===== config.mk =====
export PLATFORM = sky130hd
export DESIGN_NAME = uart_tx_frame_sender_flat
export DESIGN_NICKNAME = d
export VERILOG_FILES = /design/src/rtl/uart_pkg.sv /design/src/rtl/uart_tx_frame_sender_if.sv /design/src/rtl/uart_baud_gen.sv /design/src/rtl/uart_tx_frame_sender.sv /design/src/flat_wrapper.sv
export SDC_FILE = /design/constraint.sdc
export NUM_CORES = 1
export LEC_CHECK = 0
export ABC_AREA = 1
export ABC_CLOCK_PERIOD_IN_PS = 2600
export CAP_MARGIN = 20
export CORE_MARGIN = 5
export CORE_UTILIZATION = 51
export CTS_CLUSTER_SIZE = 25
export DETAILED_ROUTE_END_ITERATION = 10
export GPL_ROUTABILITY_DRIVEN = 0
export PLACE_DENSITY = 0.77
export SLEW_MARGIN = 30
export SYNTH_ARGS = -nofsm -noshare
export SYNTH_HDL_FRONTEND = slang
export SYNTH_SLANG_ARGS = --single-unit
export TNS_END_PERCENT = 10

===== constraint.sdc =====
create_clock -name clk -period 2.6 [get_ports clk]
set_input_delay 0.52 -clock clk [delete_from_list [all_inputs] [get_ports clk]]
set_output_delay 0.52 -clock clk [all_outputs]
set_load 0.005 [all_outputs]

===== src/rtl/uart_pkg.sv =====
// Shared UART definitions: baud divisors, parity encodings and the transmit state type.
// The receiver side reuses the same encodings, so TX can be looped straight into RX.
package uart_pkg;

    localparam int unsigned CLK_FREQ_DEFAULT = 32'd50_000_000;

    // Rounded clock cycles per bit for a given clock and baud rate.
    function automatic int unsigned baud_div(input int unsigned clk_freq, input int unsigned baud);
        return (clk_freq + baud / 32'd2) / baud;
    endfunction

    localparam int unsigned DIV_2400  = baud_div(CLK_FREQ_DEFAULT, 32'd2400);
    localparam int unsigned DIV_4800  = baud_div(CLK_FREQ_DEFAULT, 32'd4800);
    localparam int unsigned DIV_9600  = baud_div(CLK_FREQ_DEFAULT, 32'd9600);
    localparam int unsigned DIV_19200 = baud_div(CLK_FREQ_DEFAULT, 32'd19200);

    localparam logic [1:0] PAR_NONE = 2'b00;
    localparam logic [1:0] PAR_ODD  = 2'b01;
    localparam logic [1:0] PAR_EVEN = 2'b10;

    typedef enum logic [2:0] {
        TX_IDLE   = 3'd0,
        TX_START  = 3'd1,
        TX_DATA   = 3'd2,
        TX_PARITY = 3'd3,
        TX_STOP   = 3'd4
    } tx_state_e;

    // Parity slot value; the "none" modes transmit a constant 1.
    function automatic logic frame_parity(input logic [7:0] data, input logic [1:0] mode);
        logic p;
        case (mode)
            PAR_EVEN: p = ^data;
            PAR_ODD:  p = ~(^data);
            PAR_NONE: p = 1'b1;
            default:  p = 1'b1;
        endcase
        return p;
    endfunction

endpackage


===== src/rtl/uart_tx_frame_sender_if.sv =====
// Request/line bundle between a byte source and the UART frame sender.
interface uart_tx_frame_sender_if;
    logic [1:0] baud_rate;
    logic [1:0] parity_type;
    logic [7:0] din;
    logic       send;
    logic       dout;
    logic       busy;
    logic       done;
    logic       parity_bit;

    modport master (output baud_rate, parity_type, din, send,
                    input  dout, busy, done, parity_bit);
    modport slave  (input  baud_rate, parity_type, din, send,
                    output dout, busy, done, parity_bit);
endinterface


===== src/rtl/uart_baud_gen.sv =====
// Loadable bit-period down-counter: bit_end is high in the last cycle of every DIV-cycle period.
// A load pulse restarts the period from the new divisor; shared with the receiver.
module uart_baud_gen #(
    parameter int DIV_W = 15
) (
    input  logic             clk,
    input  logic             reset,
    input  logic             load,
    input  logic [DIV_W-1:0] div,
    output logic             bit_end
);
    logic [DIV_W-1:0] div_r;
    logic [DIV_W-1:0] cnt_r;

    // Count down to zero, then reload from the latched divisor.
    always_ff @(posedge clk) begin
        if (reset) begin
            div_r <= '0;
            cnt_r <= '0;
        end else if (load) begin
            div_r <= div;
            cnt_r <= div - DIV_W'(1);
        end else if (cnt_r == '0) begin
            cnt_r <= div_r - DIV_W'(1);
        end else begin
            cnt_r <= cnt_r - DIV_W'(1);
        end
    end

    assign bit_end = (cnt_r == '0);
endmodule


===== src/rtl/uart_tx_frame_sender.sv =====
// UART transmitter: one byte per accepted request as start, 8 data LSB first, parity slot, stop.
// Acceptance is allowed in the final stop cycle so a held send streams frames with no idle gap.
module uart_tx_frame_sender
    import uart_pkg::*;
#(
    parameter int unsigned CLK_FREQ = 32'd50_000_000,
    parameter int          DIV_W    = 15
) (
    input  logic                   clk,
    input  logic                   reset,
    uart_tx_frame_sender_if.slave  bus
);
    localparam logic [DIV_W-1:0] DIV_2400_C  = DIV_W'(baud_div(CLK_FREQ, 32'd2400));
    localparam logic [DIV_W-1:0] DIV_4800_C  = DIV_W'(baud_div(CLK_FREQ, 32'd4800));
    localparam logic [DIV_W-1:0] DIV_9600_C  = DIV_W'(baud_div(CLK_FREQ, 32'd9600));
    localparam logic [DIV_W-1:0] DIV_19200_C = DIV_W'(baud_div(CLK_FREQ, 32'd19200));

    tx_state_e        state_r;
    logic [7:0]       shift_r;
    logic [2:0]       idx_r;
    logic             dout_r;
    logic             parity_r;
    logic             bit_end_s;
    logic             last_stop_s;
    logic             busy_s;
    logic             accept_s;
    logic [DIV_W-1:0] div_sel_s;

    assign last_stop_s = (state_r == TX_STOP) && bit_end_s;
    assign busy_s      = (state_r != TX_IDLE) && !last_stop_s;
    assign accept_s    = bus.send && !busy_s;

    // Divisor for the requested baud rate; only used on the accepting edge.
    always_comb begin
        div_sel_s = DIV_2400_C;
        case (bus.baud_rate)
            2'b00:   div_sel_s = DIV_2400_C;
            2'b01:   div_sel_s = DIV_4800_C;
            2'b10:   div_sel_s = DIV_9600_C;
            2'b11:   div_sel_s = DIV_19200_C;
            default: div_sel_s = DIV_2400_C;
        endcase
    end

    uart_baud_gen #(.DIV_W(DIV_W)) u_baud_gen (
        .clk     (clk),
        .reset   (reset),
        .load    (accept_s),
        .div     (div_sel_s),
        .bit_end (bit_end_s)
    );

    // Frame sequencer; the line is always driven from dout_r.
    always_ff @(posedge clk) begin
        if (reset) begin
            state_r  <= TX_IDLE;
            shift_r  <= 8'h00;
            idx_r    <= 3'd0;
            dout_r   <= 1'b1;
            parity_r <= 1'b0;
        end else if (accept_s) begin
            state_r  <= TX_START;
            shift_r  <= bus.din;
            idx_r    <= 3'd0;
            dout_r   <= 1'b0;
            parity_r <= frame_parity(bus.din, bus.parity_type);
        end else begin
            case (state_r)
                TX_IDLE: begin
                    dout_r <= 1'b1;
                end
                TX_START: begin
                    if (bit_end_s) begin
                        dout_r  <= shift_r[0];
                        shift_r <= {1'b0, shift_r[7:1]};
                        state_r <= TX_DATA;
                    end
                end
                TX_DATA: begin
                    if (bit_end_s) begin
                        if (idx_r == 3'd7) begin
                            dout_r  <= parity_r;
                            state_r <= TX_PARITY;
                        end else begin
                            dout_r  <= shift_r[0];
                            shift_r <= {1'b0, shift_r[7:1]};
                            idx_r   <= idx_r + 3'd1;
                        end
                    end
                end
                TX_PARITY: begin
                    if (bit_end_s) begin
                        dout_r  <= 1'b1;
                        state_r <= TX_STOP;
                    end
                end
                TX_STOP: begin
                    if (bit_end_s) begin
                        dout_r  <= 1'b1;
                        state_r <= TX_IDLE;
                    end
                end
                default: begin
                    dout_r  <= 1'b1;
                    state_r <= TX_IDLE;
                end
            endcase
        end
    end

    assign bus.dout       = dout_r;
    assign bus.busy       = busy_s;
    assign bus.done       = last_stop_s;
    assign bus.parity_bit = parity_r;
endmodule


===== src/flat_wrapper.sv =====
// flat-port wrapper written by rule: the top's interface ports become plain ports
module uart_tx_frame_sender_flat import uart_pkg::*;
#(
    parameter int unsigned CLK_FREQ = 32'd50_000_000,
    parameter int          DIV_W    = 15
)
  (clk, reset, bus_baud_rate, bus_parity_type, bus_din, bus_send, bus_dout, bus_busy, bus_done, bus_parity_bit);
  uart_tx_frame_sender_if bus_i ();
  input  logic clk;
  input  logic reset;
  input wire logic [$bits(bus_i.baud_rate)-1:0] bus_baud_rate;
  input wire logic [$bits(bus_i.parity_type)-1:0] bus_parity_type;
  input wire logic [$bits(bus_i.din)-1:0] bus_din;
  input wire logic [$bits(bus_i.send)-1:0] bus_send;
  output wire logic [$bits(bus_i.dout)-1:0] bus_dout;
  output wire logic [$bits(bus_i.busy)-1:0] bus_busy;
  output wire logic [$bits(bus_i.done)-1:0] bus_done;
  output wire logic [$bits(bus_i.parity_bit)-1:0] bus_parity_bit;
  assign bus_i.baud_rate = bus_baud_rate;
  assign bus_i.parity_type = bus_parity_type;
  assign bus_i.din = bus_din;
  assign bus_i.send = bus_send;
  assign bus_dout = bus_i.dout;
  assign bus_busy = bus_i.busy;
  assign bus_done = bus_i.done;
  assign bus_parity_bit = bus_i.parity_bit;
  uart_tx_frame_sender #(.CLK_FREQ(CLK_FREQ), .DIV_W(DIV_W)) u_core (.clk(clk), .reset(reset), .bus(bus_i));
endmodule

==> flow_summary.yaml, run 1 <==
synth:
  ys_ff_latch: 41
  ys_seq_area_share_pct: 34.1
  yosys.cell_types.count: 32
  ys.warnings.count: 0
  synth_area_mm2: 0.00240
  synth.avg_cell_area_um2: 7.11
  synth_cells: 338
  synth_fp_nets: 363
critical_path:
  crit_arrival_ns: 2.50
  crit_path_end_kind: "flop"
  critical_path_class: "input port to flop"
  crit_fanout: 4
  reg2reg_slack_ns: 0.33
  worstSetupStartpointType: "input port"
  crit_required_ns: 2.80
global_routing:
  grt_max_degree: 24
  grt_overflow: 0
  use_met3_pct: 3.21
  use_met2_pct: 30.5
  antenna_found_initial: 0
  grt_pass1_vias: 2020
  grt_pass1_wl_mm: 9.13
  gr-max-usage-layer: "met2"
  grt.total_usage_pct: 18.5
  grtUsageMet1_pct: 23.9
detailed_routing:
  wl_mm: 5.24
  ant_nets: 0
  dr.first_iter.drc_count: 184
  num_vias: 2149
  first_pass_iters: 5
  wl_per_cell_um: 12.5
  viasPerCell: 5.14
  drc: 0
clock_tree:
  clk_latency_ns: 0.30
  clockBufferDepth: 2
  cts_root_buffer: "clkbuf_8"
  cts_resized: 0
  ctsHoldBuffers: 0
  postCtsSetupRepairBufs: 0
  clock_sinks: 41
  cts_buffers: 5
  cts_tree: "done"
  cts-htree-levels: 2
  path_clk_slew_ns: 0.09
power:
  ir_drop_uv: 397
  power_leakage_nw: 1.24
  powerDensity_mw_per_mm2: 1110
  power_mw: 3.12
outcome:
  status: "completed"
timing:
  tns_ns: 0
  fin_hold_ws_ns: 0.468
  fmax_mhz: 435
  worst_slew_pin_slew_ns: 0.515
  fin_crit_sh_pct: 88.5
  final_max_slew_viol_count: 0
  finalClockSkew_ns: 0.0122
  hold_violations: 0
  fin_crit_ns: 2.30
  setup_violations: 0
  rsz0062_at_grt: "false"
  slew_headroom_pct: 65.5
layout:
  area_growth_pct: 16.7
  drive_gt1_share_pct: 14.8
  n_antenna_cell: 0
  multiInputGateArea_mm2: 0.00139
  utilization_pct: 60.2
  n_fill_cell: 417
  nets: 388
  seq_area_um2: 821
floorplanning:
  start_util_pct: 51.6
  dieHeight_um: 78.7
  io_pins: 19
  die-area_mm2: 0.00619
  rows: 25
  fp.dieW_um: 78.7
  core_area_mm2: 0.00466
worst_hold_path:
  hp-class: "flop to flop"
placed_design:
  port_buffers: 18
  dp_hpwl_mm: 3.95
run:
  cap_viol_max_count: 0
[final cells by class]
class / instances / area share (%)
well taps: 54 / 2.41
repair buffers: 28 / 9.10
clock buffers: 5 / 2.45
clock inverters: 3 / 2.45
inverters: 37 / 4.95
multi-input cells: 250 / 49.4
flip-flops and latches: 41 / 29.3
[sequential cells by signal, summed over array words and instances, names as in the netlist]
signal and cells:
u_core.state_r 3, u_core.bus.parity_bit 1, u_core.shift_r 8, u_core.u_baud_gen.div_r 10, u_core.u_baud_gen.cnt_r 15, u_core.bus.dout 1, u_core.idx_r 3
[through the flow]
step	std cells	worst slack, ns	cell area [um2]
after floorplan	338	0.598	2400
after global placement	410	0.0552	2670
after detailed placement	410	0.0112	2670
after CTS	418	0.322	2810
after global routing	418	0.0516	2810
final	418	0.300	2810
[per-layer routing]
metal | wire length [um] | vias to the layer above | part of all wire (%)
met3 | 193 | 9 | 3.7
met1 | 2510 | 966 | 48
met5 | 0 | - | 0
met2 | 2430 | 39 | 46
li1 | - | 1135 | -
met4 | 99 | 0 | 1.9
[path summary, 6_finish.rpt]
check / from / endpoint / depth (start not counted)
max reg2reg: u_core.u_baud_gen.cnt_r[6]$_SDFF_PP0_ / u_core.u_baud_gen.cnt_r[14]$_SDFF_PP0_ / 17
max: bus_baud_rate[0] / u_core.u_baud_gen.cnt_r[14]$_SDFF_PP0_ / 16
min: u_core.u_baud_gen.div_r[3]$_SDFFE_PP0P_ / u_core.u_baud_gen.div_r[3]$_SDFFE_PP0P_ / 2
min reg2reg: u_core.u_baud_gen.div_r[3]$_SDFFE_PP0P_ / u_core.u_baud_gen.div_r[3]$_SDFFE_PP0P_ / 2
[placed cells by master, fill, tap and decap left out, drive strengths merged, types with 2 or more instances in the layout]
cell type	synthesis	layout
nand2	93	93
nor2	52	52
dfxtp	41	41
inv	37	38
nand3	22	22
a21oi	21	21
clkdlybuf4s50	0	18
o21ai	14	14
ha	10	10
buf	5	10
o21bai	8	8
o22ai	6	6
xnor2	6	6
a31oi	5	5
clkbuf	5	5
xor2	3	3
a22oi	3	3
nor3	2	2
a211oi	2	2
bufinv	0	2
[logic make-up after synthesis]
group / after synthesis / share of synthesized area, %
flops: 41 / 34.1
simple gates: 171 / 34.3
buf+inv: 47 / 8.22
fa+ha+maj: 10 / 5.21
compound gates: 60 / 14.8
xor+xnor: 9 / 3.28
[power breakdown]
part	switching, mW	leakage [nW]	internal (mW)
registers	0.0971	0.337	0.799
logic	1.02	0.838	0.585
clock network	0.236	0.0687	0.387
total	1.35	1.24	1.77
[cells in the mapped netlist, drive strengths merged]
master  count  area share [%]
buf         5             1.7
and2        1            0.26
a21o        1            0.31
inv        37             5.8
nand3b      1            0.31
a211oi      2            0.62
nor3        2            0.42
ha         10             5.2
a31oi       5             1.3
nand3      22             5.4
nand2      93              17
o22ai       6             1.6
o21bai      8             2.5
a22oi       3            0.94
nor2       52              11
xor2        3             1.1
dfxtp      41              34
o21ai      14             3.1
clkbuf      5            0.78
xnor2       6             2.2
a21oi      21             4.5
[critical path, cell delays in order]
cell             delay [ns]
clkdlybuf4s50_1        0.51
inv_1                  0.07
ha_1                   0.21
inv_1                  0.07
nand2_1                0.05
nand2_1                0.09
nand2_2                0.08
inv_2                  0.06
ha_1                   0.17
nand3_2                0.12
nor2_2                 0.14
nand2_2                0.10
nor2_4                 0.12
nand3_1                0.09
nand2_1                0.06
nor2_1                 0.03
(Power assumes the default switching activity.)
==> run 2: changes to the inputs <==
Settings changed: CTS_CLUSTER_DIAMETER set to 60.
==> results of run 2 <==
Final layout, timing and power as in run 1 (identical DEF).
==> RTL edit, RTL diff (flow settings as in run 1) <==
`DIV_W` is set to 15 in 3 places; all go to 30.
--- a/src/rtl/uart_baud_gen.sv
+++ b/src/rtl/uart_baud_gen.sv
@@ -1,7 +1,7 @@
 // Loadable bit-period down-counter: bit_end is high in the last cycle of every DIV-cycle period.
 // A load pulse restarts the period from the new divisor; shared with the receiver.
 module uart_baud_gen #(
-    parameter int DIV_W = 15
+    parameter int DIV_W = 30
 ) (
     input  logic             clk,
     input  logic             reset,
--- a/src/rtl/uart_tx_frame_sender.sv
+++ b/src/rtl/uart_tx_frame_sender.sv
@@ -4,7 +4,7 @@
     import uart_pkg::*;
 #(
     parameter int unsigned CLK_FREQ = 32'd50_000_000,
-    parameter int          DIV_W    = 15
+    parameter int          DIV_W    = 30
 ) (
     input  logic                   clk,
     input  logic                   reset,
--- a/src/flat_wrapper.sv
+++ b/src/flat_wrapper.sv
@@ -2,7 +2,7 @@
 module uart_tx_frame_sender_flat import uart_pkg::*;
 #(
     parameter int unsigned CLK_FREQ = 32'd50_000_000,
-    parameter int          DIV_W    = 15
+    parameter int          DIV_W    = 30
 )
   (clk, reset, bus_baud_rate, bus_parity_type, bus_din, bus_send, bus_dout, bus_busy, bus_done, bus_parity_bit);
   uart_tx_frame_sender_if bus_i ();
Behaviour: no difference found for any inputs over 10 cycles, from zero or initial values and one cycle with reset high; that may be too few to reach the edited logic, so the function may still have changed.
==> RTL edit against run 1 <==
Area after synthesis rose by 45%; worst setup slack got worse by 0.25 ns; die area rose by 39%; power rose by 30%; non-clock buffer count rose by 31; count of clock-buffer cells in the layout did not move; routed wire length rose by 66%; sequential cell count rose by 15; global-route usage rose by 2.5 points; final area rose by 48%.
==> RTL edit: results (changes against run 1) <==
placed cell count 669 (+63%); Synth top cells by count nand2_1, nor2_1, inv_1; sink of the worst hold path u_core.shift_r[7]$_SDFFE_PP0P_; post-layout min period 2.549 ns (+0.2491 ns); sequential element share of the synthesized area 0.3210 (-0.02046); Pwr Density 980.3 mW/mm^2 (-12%); Syn Area/Cell 6.431 sq um (-9.6%); largest net degree at the start of global routing 27 (+13%); via count 3574 (+66%); DRT iter0 DRCs 239 (+30%); NetSw 0.001941 W (+44%); Unique masters post-synth 34 (+6.3%); nets 621 (+60%); Regs by FF count u_core.u_baud_gen.cnt_r (30), u_core.u_baud_gen.div_r (10), u_core.shift_r (8); Skew-Pair Late Insertion Delay 0.33 ns (+0.03 ns); P_leak 1.981 nW (+59%); reg2reg end u_core.u_baud_gen.cnt_r[20]$_SDFF_PP0_; drt wl/cell 12.83 microns (+2.3%); met2 WL 4.293 mm (+76%); DP Area 0.004006 sq mm (+50%); Clk pwr share 0.127 (-0.072); Synth Net Count 568 (+56%); status completed; Clock Skew 0.01388 ns (+0.001701 ns); first-pass GRT wire length 14.73 mm (+61%); end of the critical path bus_busy; Sequential Power Share 0.273 (-0.014); DP Worst Slack -0.1661 ns (-0.1773 ns); hold_sp u_core.shift_r[7]$_SDFFE_PP0P_; metal3 WL 469 microns (+140%); met1 WL 3.761 mm (+50%)
RTL edit: cell count changes after synthesis, moves of 5 or more:
cell / delta
a21oi_1: +5
nor2_1: +44
inv_2: +6
o21bai_1: -7
nand2_2: +8
nand4_1: +7
inv_1: +40
nand2_1: +37
nor2_2: +11
nand3_1: +19
dfxtp_1: +15
o21ai_0: +12
RTL edit: metal layers:
| metal | up-vias | track usage |
|---|---|---|
| met4 | 0 | 0.06960 |
| li1 | 1825 | - |
| met3 | 16 | 0.03087 |
| met5 | - | 0 |
| met1 | 1635 | 0.2599 |
| met2 | 98 | 0.3710 |
RTL edit: area by class of cell:
class / count / share of cell area
clock buffers: 5 / 0.01659
clock inverters: 3 / 0.006031
inverters: 85 / 0.07690
multi-input cells: 389 / 0.4876
flip-flops and latches: 56 / 0.2702
well taps: 80 / 0.02413
repair buffers: 59 / 0.1185
RTL edit: logic make-up after synthesis:
| group | after synthesis |
|---|---|
| AND/OR/NAND/NOR | 295 |
| buffers and inverters | 98 |
| AO/OA/AOI/OAI | 75 |
| flip-flops | 56 |
| adder cells (fa/ha/maj) | 10 |
| XOR/XNOR | 8 |
| multiplexers | 1 |
RTL edit: per-stage QoR:
step | power (W) | hold slack [ns]
after global routing | 0.004399 | 0.4948
after global placement | 0.003363 | 0.4530
after CTS | 0.003946 | 0.4788
after floorplan | 0.002716 | 0.4410
final | 0.004067 | 0.4737
after detailed placement | 0.003422 | 0.4564
RTL edit: repair_timing:
action | 4_1_cts | 5_1_grt
endpoints found under the setup margin | 0 | 17
gates resized for setup | 0 | 13
buffers inserted | 0 | 0
RTL edit: critical path, delay by kind of cell (launching register included):
| family | cells | cell delay, ns |
|---|---|---|
| buffers and inverters | 4 | 0.69 |
| flip-flops | 1 | 0.36 |
| AND/OR/NAND/NOR | 6 | 0.64 |
